==> config.mk <==
export PLATFORM = sky130hd
export DESIGN_NAME = branch_predict_unit
export DESIGN_NICKNAME = d
export VERILOG_FILES = /design/src/rtl/branch_predict_unit.sv
export SDC_FILE = /design/constraint.sdc
export NUM_CORES = 1
export LEC_CHECK = 0
export ABC_CLOCK_PERIOD_IN_PS = 8400
export BUFFER_PORTS_ARGS = -buffer_cell sky130_fd_sc_hd__buf_4
export CORE_ASPECT_RATIO = 0.7
export CORE_MARGIN = 2
export CORE_UTILIZATION = 55
export DETAILED_ROUTE_END_ITERATION = 6
export PLACE_DENSITY = 0.78
export SKIP_LAST_GASP = 1
export SYNTH_ARGS = -nofsm -noshare
export SYNTH_HDL_FRONTEND = slang
export SYNTH_SLANG_ARGS = --single-unit
export TNS_END_PERCENT = 1
==> constraint.sdc <==
create_clock -name CLK -period 8.4 [get_ports CLK]
set_input_delay 1.26 -clock CLK [delete_from_list [all_inputs] [get_ports CLK]]
set_output_delay 1.26 -clock CLK [all_outputs]
set_load 0.1 [all_outputs]
==> src/rtl/branch_predict_unit.sv <==
// branch_predict_unit
//   Branch resolution and dynamic prediction for the OTTER 5-stage pipeline.
//   IF side: a table of 2-bit saturating counters indexed by PC[IDX_W+1:2]
//   gives a taken/not-taken prediction for conditional branches.
//   EX side: resolves branches, jumps, interrupts and mret, selects the next
//   PC source and flushes on any redirect or misprediction, trains the
//   table and keeps saturating branch / mispredict performance counters.
//
// Ports
//   CLK, RST_N        clock, asynchronous active-low reset
//   IF_PC             fetch PC
//   IF_IS_BRANCH      fetched instruction is a conditional branch
//   PRED_TAKEN        prediction for IF_PC
//   EX_VALID          EX instruction is not a bubble
//   EX_PC             PC of the EX instruction
//   INSTR             EX instruction word
//   RS1, RS2          forwarded operands
//   EX_PRED_TAKEN     prediction made for this instruction in IF
//   INTR              interrupt pending
//   MRET_EXEC         mret in EX
//   STALL             EX held; blocks training and counting
//   CLR_CNT           synchronous clear of the performance counters
//   PC_SOURCE         0 none, 1 jalr, 2 branch, 3 jal, 4 trap, 5 mepc,
//                     6 EX_PC+4 recovery
//   FLUSH             PC_SOURCE != 0
//   INT_TAKEN         interrupt accepted
//   BR_COUNT          resolved branches
//   MISP_COUNT        mispredicted branches
module branch_predict_unit #(
  parameter int         XLEN        = 32,
  parameter int         BHT_ENTRIES = 64,
  parameter logic [1:0] CTR_INIT    = 2'b01,
  parameter int         CNT_W       = 16
) (
  input  logic             CLK,
  input  logic             RST_N,
  input  logic [XLEN-1:0]  IF_PC,
  input  logic             IF_IS_BRANCH,
  output logic             PRED_TAKEN,
  input  logic             EX_VALID,
  input  logic [XLEN-1:0]  EX_PC,
  input  logic [31:0]      INSTR,
  input  logic [XLEN-1:0]  RS1,
  input  logic [XLEN-1:0]  RS2,
  input  logic             EX_PRED_TAKEN,
  input  logic             INTR,
  input  logic             MRET_EXEC,
  input  logic             STALL,
  input  logic             CLR_CNT,
  output logic [2:0]       PC_SOURCE,
  output logic             FLUSH,
  output logic             INT_TAKEN,
  output logic [CNT_W-1:0] BR_COUNT,
  output logic [CNT_W-1:0] MISP_COUNT
);

  localparam int IDX_W = $clog2(BHT_ENTRIES);

  localparam logic [6:0] OP_JAL    = 7'b1101111;
  localparam logic [6:0] OP_JALR   = 7'b1100111;
  localparam logic [6:0] OP_BRANCH = 7'b1100011;

  localparam logic [2:0] SRC_NONE  = 3'd0;
  localparam logic [2:0] SRC_JALR  = 3'd1;
  localparam logic [2:0] SRC_BR    = 3'd2;
  localparam logic [2:0] SRC_JAL   = 3'd3;
  localparam logic [2:0] SRC_TRAP  = 3'd4;
  localparam logic [2:0] SRC_MEPC  = 3'd5;
  localparam logic [2:0] SRC_RECOV = 3'd6;

  // 2-bit counter step, saturating at 0 and 3
  function automatic logic [1:0] ctr_step(input logic [1:0] c, input logic up);
    logic [1:0] r;
    r = c;
    if (up && c != 2'b11)
      r = c + 2'b01;
    else if (!up && c != 2'b00)
      r = c - 2'b01;
    return r;
  endfunction

  // performance counter increment, saturating at all-ones
  function automatic logic [CNT_W-1:0] sat_inc(input logic [CNT_W-1:0] c);
    logic [CNT_W-1:0] r;
    r = (c == {CNT_W{1'b1}}) ? c : c + {{(CNT_W-1){1'b0}}, 1'b1};
    return r;
  endfunction

  logic [1:0]       bht [BHT_ENTRIES];
  logic [IDX_W-1:0] if_idx;
  logic [IDX_W-1:0] ex_idx;
  logic [6:0]       opcode;
  logic [2:0]       funct3;
  logic signed [XLEN-1:0] rs1_s;
  logic signed [XLEN-1:0] rs2_s;
  logic             br_valid;
  logic             cond;
  logic             br_taken;
  logic             upd;
  logic             misp;
  logic             unused_bits;

  assign if_idx = IF_PC[IDX_W+1:2];
  assign ex_idx = EX_PC[IDX_W+1:2];
  assign opcode = INSTR[6:0];
  assign funct3 = INSTR[14:12];
  assign rs1_s  = RS1;
  assign rs2_s  = RS2;

  assign unused_bits = ^{IF_PC[XLEN-1:IDX_W+2], IF_PC[1:0],
                         EX_PC[XLEN-1:IDX_W+2], EX_PC[1:0],
                         INSTR[31:15], INSTR[11:7]};

  // Plain combinational read: an EX write to the same index this cycle
  // only shows up after the edge.
  assign PRED_TAKEN = IF_IS_BRANCH & bht[if_idx][1];

  // Branch outcome. funct3 010/011 are not branches: T forced to 0.
  always_comb begin
    br_valid = (opcode == OP_BRANCH) && (funct3[2:1] != 2'b01);
    cond     = 1'b0;
    case (funct3[2:1])
      2'b00:   cond = (RS1 == RS2);
      2'b10:   cond = (rs1_s < rs2_s);
      2'b11:   cond = (RS1 < RS2);
      default: cond = 1'b0;
    endcase
    br_taken = br_valid & (cond ^ funct3[0]);
  end

  // Redirect selection, interrupt first, then mret, then the EX instruction
  always_comb begin
    PC_SOURCE = SRC_NONE;
    INT_TAKEN = 1'b0;
    if (INTR) begin
      PC_SOURCE = SRC_TRAP;
      INT_TAKEN = 1'b1;
    end else if (MRET_EXEC) begin
      PC_SOURCE = SRC_MEPC;
    end else if (EX_VALID) begin
      case (opcode)
        OP_JAL:  PC_SOURCE = SRC_JAL;
        OP_JALR: PC_SOURCE = SRC_JALR;
        OP_BRANCH: begin
          if (br_taken && !EX_PRED_TAKEN)
            PC_SOURCE = SRC_BR;
          else if (!br_taken && EX_PRED_TAKEN)
            PC_SOURCE = SRC_RECOV;
        end
        default: begin
          // a non-branch fetched down a predicted-taken path
          if (EX_PRED_TAKEN)
            PC_SOURCE = SRC_RECOV;
        end
      endcase
    end
  end

  assign FLUSH = (PC_SOURCE != SRC_NONE);

  assign upd  = EX_VALID & br_valid & ~INTR & ~MRET_EXEC & ~STALL;
  assign misp = upd & (br_taken != EX_PRED_TAKEN);

  // Table training
  always_ff @(posedge CLK or negedge RST_N) begin
    if (!RST_N) begin
      for (int i = 0; i < BHT_ENTRIES; i++)
        bht[i] <= CTR_INIT;
    end else if (upd) begin
      bht[ex_idx] <= ctr_step(bht[ex_idx], br_taken);
    end
  end

  // Performance counters; clear wins over increment
  always_ff @(posedge CLK or negedge RST_N) begin
    if (!RST_N) begin
      BR_COUNT   <= '0;
      MISP_COUNT <= '0;
    end else if (CLR_CNT) begin
      BR_COUNT   <= '0;
      MISP_COUNT <= '0;
    end else begin
      if (upd)
        BR_COUNT <= sat_inc(BR_COUNT);
      if (misp)
        MISP_COUNT <= sat_inc(MISP_COUNT);
    end
  end

endmodule

==> After elaboration in Yosys (flattened, before gate mapping) <==
Cells that the tools add are included.
{ "word_totals": {"register_bits": 160, "in_bits": 169, "out_inout_bits": 38, "wordCells": 143} }
{ "classes": {"addsub": 4, "magnitude_cmp": 5, "eq_ne": 13, "muxes": 27, "bitwise_logic": 13, "reduce_logical": 15} }
{ "op_table": {"columns": ["op", "count"], "rows": [
  ["$bwmux 128", 1],
  ["$mux 16", 6],
  ["$lt 32x32->1", 2],
  ["$add 16x1->16 const B", 2],
  ["$eq 16x16->1 const B", 2],
  ["$eq 32x32->1", 1],
  ["$bmux 2 s6", 2],
  ["$eq 7x7->1 const B", 3],
  ["$mux 3", 6],
  ["$mux 2", 8],
  ["$ge 7x7->1 const B", 2],
  ["$not 6->7", 2],
  ["$demux 2 s6", 1],
  ["$pmux 3 s3", 1],
  ["$and 1x1->1", 7],
  ["$lt 7x1->1 const B", 1],
  ["$logic_and 1x1->1", 6],
  ["$ne 2x2->1 const B", 3],
  ["$reduce_bool 2->1", 3],
  ["$eq 2x2->1 const B", 2],
  ["$reduce_and 2->1", 2],
  ["$not 1->1", 3],
  ["$pmux 1 s3", 1],
  ["$reduce_bool 3->1", 1],
  ["8 further kinds", 9]
]} }

==> Longest topological paths before layout <==
{ "logic_depth": {"depth_word": 13, "mapped_depth": 20, "ltp_nobuf": 16} }

==> Least setup slack after synthesis <==
OpenSTA, ideal clock, no wires.
{ "synth_path": {"kind": "input to output", "from": "input port RS2[31]", "to": "output port PC_SOURCE[1]", "arrival_ns": 6.044, "required_time_ns": 7.140, "setup_slack_ns": 1.096, "cell_stages": 18, "n_path_buf": 2, "path_cell_list": "inv_1 > ha_1 > nand4_2 > nor4_4 > nand3_2 > nand3b_1 > o221a_1 > o2111ai_1 > o21a_1 > inv_1 > buf_2 > clkbuf_1 > ha_1 > nor3_1 > a21oi_1 > o21ai_0 > nand2_1 > nor3_1"} }
{ "synth_via": {"elab_chain_cells": 12, "elab_cells_between_ends": 15, "classes_between": "order compare (2); eq/ne (1); mux (7); bitwise (2); reduce/logical (3)"} }
{ "synth_rtl": {"columns": ["item", "line", "text"], "rows": [
  ["start, declared", "44", "input logic [XLEN-1:0] RS2,"],
  ["$lt 32x32->1, or another cell as far along", "125", "2'b11: cond = (RS1 < RS2);"],
  ["$pmux 1 s3 (*)", "122", "case (funct3[2:1])"],
  ["$xor 1x1->1 (*)", "128", "br_taken = br_valid & (cond ^ funct3[0]);"],
  ["$and 1x1->1 (*)", "128", null],
  ["$logic_not 1->1", "147", "else if (!br_taken && EX_PRED_TAKEN)"],
  ["$logic_and 1x1->1", "147", null],
  ["$mux 3", "147", null],
  ["$mux 3 (*)", "145", "if (br_taken && !EX_PRED_TAKEN)"],
  ["$pmux 3 s3 (*)", "141", "case (opcode)"],
  ["$mux 3 (*)", "140", "end else if (EX_VALID) begin"],
  ["$mux 3 (*)", "138", "end else if (MRET_EXEC) begin"],
  ["$mux 3 (*)", "135", "if (INTR) begin"],
  ["end, declared", "50", "output logic [2:0] PC_SOURCE,"]
]} }
Every way passes the cells marked *; elsewhere a longest branch is shown, timed or not.

==> Worst setup path after layout <==
{ "layout_path": {"from": "input port RS1[7]", "to": "output port FLUSH"} }
{ "layout_via": {"elab_chain_cells": 13, "elab_cells_between_ends": 16, "classes_between": "order compare (2); eq/ne (1); mux (7); bitwise (2); reduce/logical (4)"} }
{ "layout_rtl": {"columns": ["item", "line", "text"], "rows": [
  ["start, declared", "43", "input logic [XLEN-1:0] RS1,"],
  ["$lt 32x32->1, or another cell as far along", "125", null],
  ["$pmux 1 s3 (*)", "122", null],
  ["$xor 1x1->1 (*)", "128", null],
  ["$and 1x1->1 (*)", "128", null],
  ["$logic_not 1->1", "147", null],
  ["$logic_and 1x1->1", "147", null],
  ["$mux 3", "147", null],
  ["$mux 3 (*)", "145", null],
  ["$pmux 3 s3 (*)", "141", null],
  ["$mux 3 (*)", "140", null],
  ["$mux 3 (*)", "138", null],
  ["$mux 3 (*)", "135", null],
  ["$reduce_bool 3->1 (*)", "159", "assign FLUSH = (PC_SOURCE != SRC_NONE);"],
  ["end, declared", "51", "output logic FLUSH,"]
]} }
Marked as above.

==> results.yml <==
status:
  outcome: "finished clean"
clocking:
  clock_insertion_delay_worst_skew_ns: 0.44
  cts_root_buffer: "sky130_fd_sc_hd__clkbuf_16"
  clock_transition_at_path_regs_ns: 0.06
  cts_inserted_buffers: 17
  clock-sinks: 160
  cts_post_setup_buffers_inserted: 0
  ctsHtreeMaxLevel: 4
  cts_tree: "done"
  post_cts.resized_instances: 0
  cts_max_path_bufs: 2
  hold_buffers: 0
synth:
  netlist.area_leader.share_pct: 19.8
  yosysTopAreaCell: "sky130_fd_sc_hd__dfrtp_1"
  post_synth_inst_count: 1492
  synth_async_sr_flop_share_pct: 100
  mean_post_synth_cell_area_sq_um: 8.15
  yosys_register_bits: 160
  yosys-top-cells-area: "sky130_fd_sc_hd__dfrtp_1 20%, sky130_fd_sc_hd__dfstp_2 14%, sky130_fd_sc_hd__nand2_1 7.3%"
  synth_ff_type: "sky130_fd_sc_hd__dfrtp_1"
  synth.top_cells.by_count: "237 x sky130_fd_sc_hd__nand2_1, 112 x sky130_fd_sc_hd__o21ai_0, 111 x sky130_fd_sc_hd__nor2_1, 103 x sky130_fd_sc_hd__nor3_1, 102 x sky130_fd_sc_hd__and3_1"
  yosys.cell_count.top_type: "sky130_fd_sc_hd__nand2_1"
  synth_enable_flop_cells: 0
  seq_area_frac_synth_pct: 33.6
  postSynthNetCount: 1698
  yosysUniqueCellTypes: 66
  syn_area_sq_mm: 0.0122
  yosysWarnings: 0
power:
  cellLeakagePower_nw: 5.90
  power.switching_fraction_pct: 29.2
  total_switching_power_mw: 0.532
  power.clock.fraction_pct: 42.5
  power_density_mw_per_mm2: 133
  ir_worst_vdd_mv: 0.168
  internal_power_mw: 1.29
  pwr-share-comb_pct: 15.1
  share_seq_of_total_power_pct: 42.5
sta:
  maxSlewHeadroom_pct: 17.3
  fin_crit_sh_pct: 71.4
  worst_slew_pin_slew_ns: 1.24
  fin_tns_setup_ns: 0
  rsz_0062_raised_after_global_routing: "no"
  slew_violations: 0
  timing.final.crit_period_ns: 6.00
  clock-skew-final_ns: 0.0110
  final-setup-viol-count: 0
  timing.fmax_mhz: 167
  timing.final.hold_violations: 0
place:
  dp.final_hpwl_um: 24700
  port_buffers: 132
  dpl-instance-area_sq_mm: 0.0131
  gp_routability_congestion: 0.933
routing:
  detailroute.via_count: 12300
  drt_iter0_markers: 1702
  postRouteAntennaNets: 0
  drt-pass1-iter-count: 6
  viasPerCell: 6.70
  routed_wire_length_per_instance_um: 21.2
  drt_wl_total_um: 38800
  route.detailed.drc: 0
setup_path:
  cp-startpoint: "RS1[7]"
  critical-path-top-delay-family: "simple AND/OR/NAND/NOR gates"
  critical_path_required_ns: 7.14
  slowest_delay_ns: 0.49
  timing.critical_path.slowest_stage_cell: "sky130_fd_sc_hd__nor4b_1"
  worst_setup_path_end_kind: "output pin"
  crit_type: "input port to output pin"
  worstPathMaxFanout: 31
  worstSetupStartpointType: "input port"
  cpMostUsedCell: "sky130_fd_sc_hd__buf_4"
  cp.arrival_ns: 4.74
  buffer_and_inverter_count_on_the_worst_path: 4
  crit_chain: "buf_4, ha_1, nand4_1, nor4b_1, nand3_2, o221a_1, o2111ai_1, o21a_2, buf_4, inv_2, ha_1, nor3_1, a21oi_1, o21ai_0, nand2_1, or3b_2, buf_4"
  rr_startpoint: "bht[0]"
die:
  die_extent_in_y_um: 128
  die_x_um: 182
  core.rowCount: 45
  pin_count: 207
  fp.coreArea_sq_mm: 0.0217
  floorplan.die_area_sq_mm: 0.0233
  start_util_pct: 56.1
global_routing:
  grt.total_usage_pct: 33.6
  number_of_antenna_violations_at_the_first_check_in_global_routing: 0
  first_global_vias: 11300
  grt_max_degree: 246
  grt_overflow: 0
  grt_first_pass_wirelength_um: 61400
run:
  number_of_maximum_capacitance_violations: 0
finish:
  layout.cell_area.non_filler_sq_mm: 0.0137
  insertedDiodeCount: 0
  synthToLayoutAreaGrowth_pct: 12.6
  post_route_cells_drive_above_1_share_pct: 21.1
  nNetsFinal: 1741
worst_hold_path:
  hold_path.startpoint: "bht[36]"
  hold_path_class: "flop to flop"
power by group through the flow:
stage               clock [mW]  sequential [mW]  combinational (mW)
floorplan                    0            0.786               0.172
global placement             0            0.785               0.262
detailed placement           0            0.785               0.267
CTS                      0.773            0.772               0.268
global route             0.807            0.772               0.294
finish                   0.773            0.772               0.274
placed cells by master, fill, tap and decap left out, drive strengths merged, types with 54 or more instances in the layout:
cell type  synthesis  layout
nand2            237     237
nor2             111     111
nand3             54      54
o31ai             64      64
buf               44     147
dfstp             64      64
nand4             83      83
o21ai            116     116
and3             103     103
dfrtp             96      96
nor3             103     103
worst min-delay path, cell delays in order, from the launching register on:
cell	delay [ns]
sky130_fd_sc_hd__dfstp_2	0.37
sky130_fd_sc_hd__nand2_1	0.05
sky130_fd_sc_hd__nand3_1	0.05
kinds of logic (layout without fill, tap and decap cells):
logic type	Yosys count	after routing	share of synthesized area (%)
compound gates	272	272	14.9
xor+xnor	21	21	1.51
flops	160	160	33.6
simple gates	778	778	32.2
buf+inv	168	224	6.06
fa+ha+maj	37	37	3.81
mux	56	56	7.94
path summary, 6_finish.rpt:
path                       endpoint  slack, ns  depth (start not counted)
min                         bht[36]       0.48                          2
max                           FLUSH       2.40                         17
max reg2reg                 bht[49]       4.03                         11
min in group asynchronous  bht[101]       0.86                          1
min reg2reg                 bht[36]       0.48                          2
max in group asynchronous   bht[55]       5.96                          2
per-layer routing:
layer  up-vias  GRT usage, %  routed length, um
met5         -             0                  0
met4         0          12.8               1170
met3       100          10.0               5090
met2       722          50.1              16600
met1      5850          46.5              15900
li1       5585             -                  -
through the flow:
stage,utilization (%),setup slack [ns],hold WS [ns],power (mW),instances
2_1_floorplan,-,1.10,0.451,0.958,1492
3_3_place_gp,60.5,2.46,0.461,1.05,1798
3_5_place_dp,60.5,2.37,0.467,1.05,1798
4_1_cts,63.2,2.44,0.476,1.81,1830
5_1_grt,63.2,2.12,0.488,1.87,1830
6_report,63.2,2.40,0.476,1.82,1830
final cells by class:
cell class | instances | area, sq um
multi-input cells | 1164 | 7390
fillers | 1904 | 7990
clock inverters | 8 | 80.1
well taps | 282 | 353
inverters | 45 | 169
repair buffers | 147 | 1120
clock buffers | 24 | 492
flip-flops and latches | 160 | 4080
state kept, by name, summed over array words and instances, names as in the netlist:
signal	flops
BR_COUNT	16
MISP_COUNT	16
bht	128
Power figures use the tool's default switching activity.
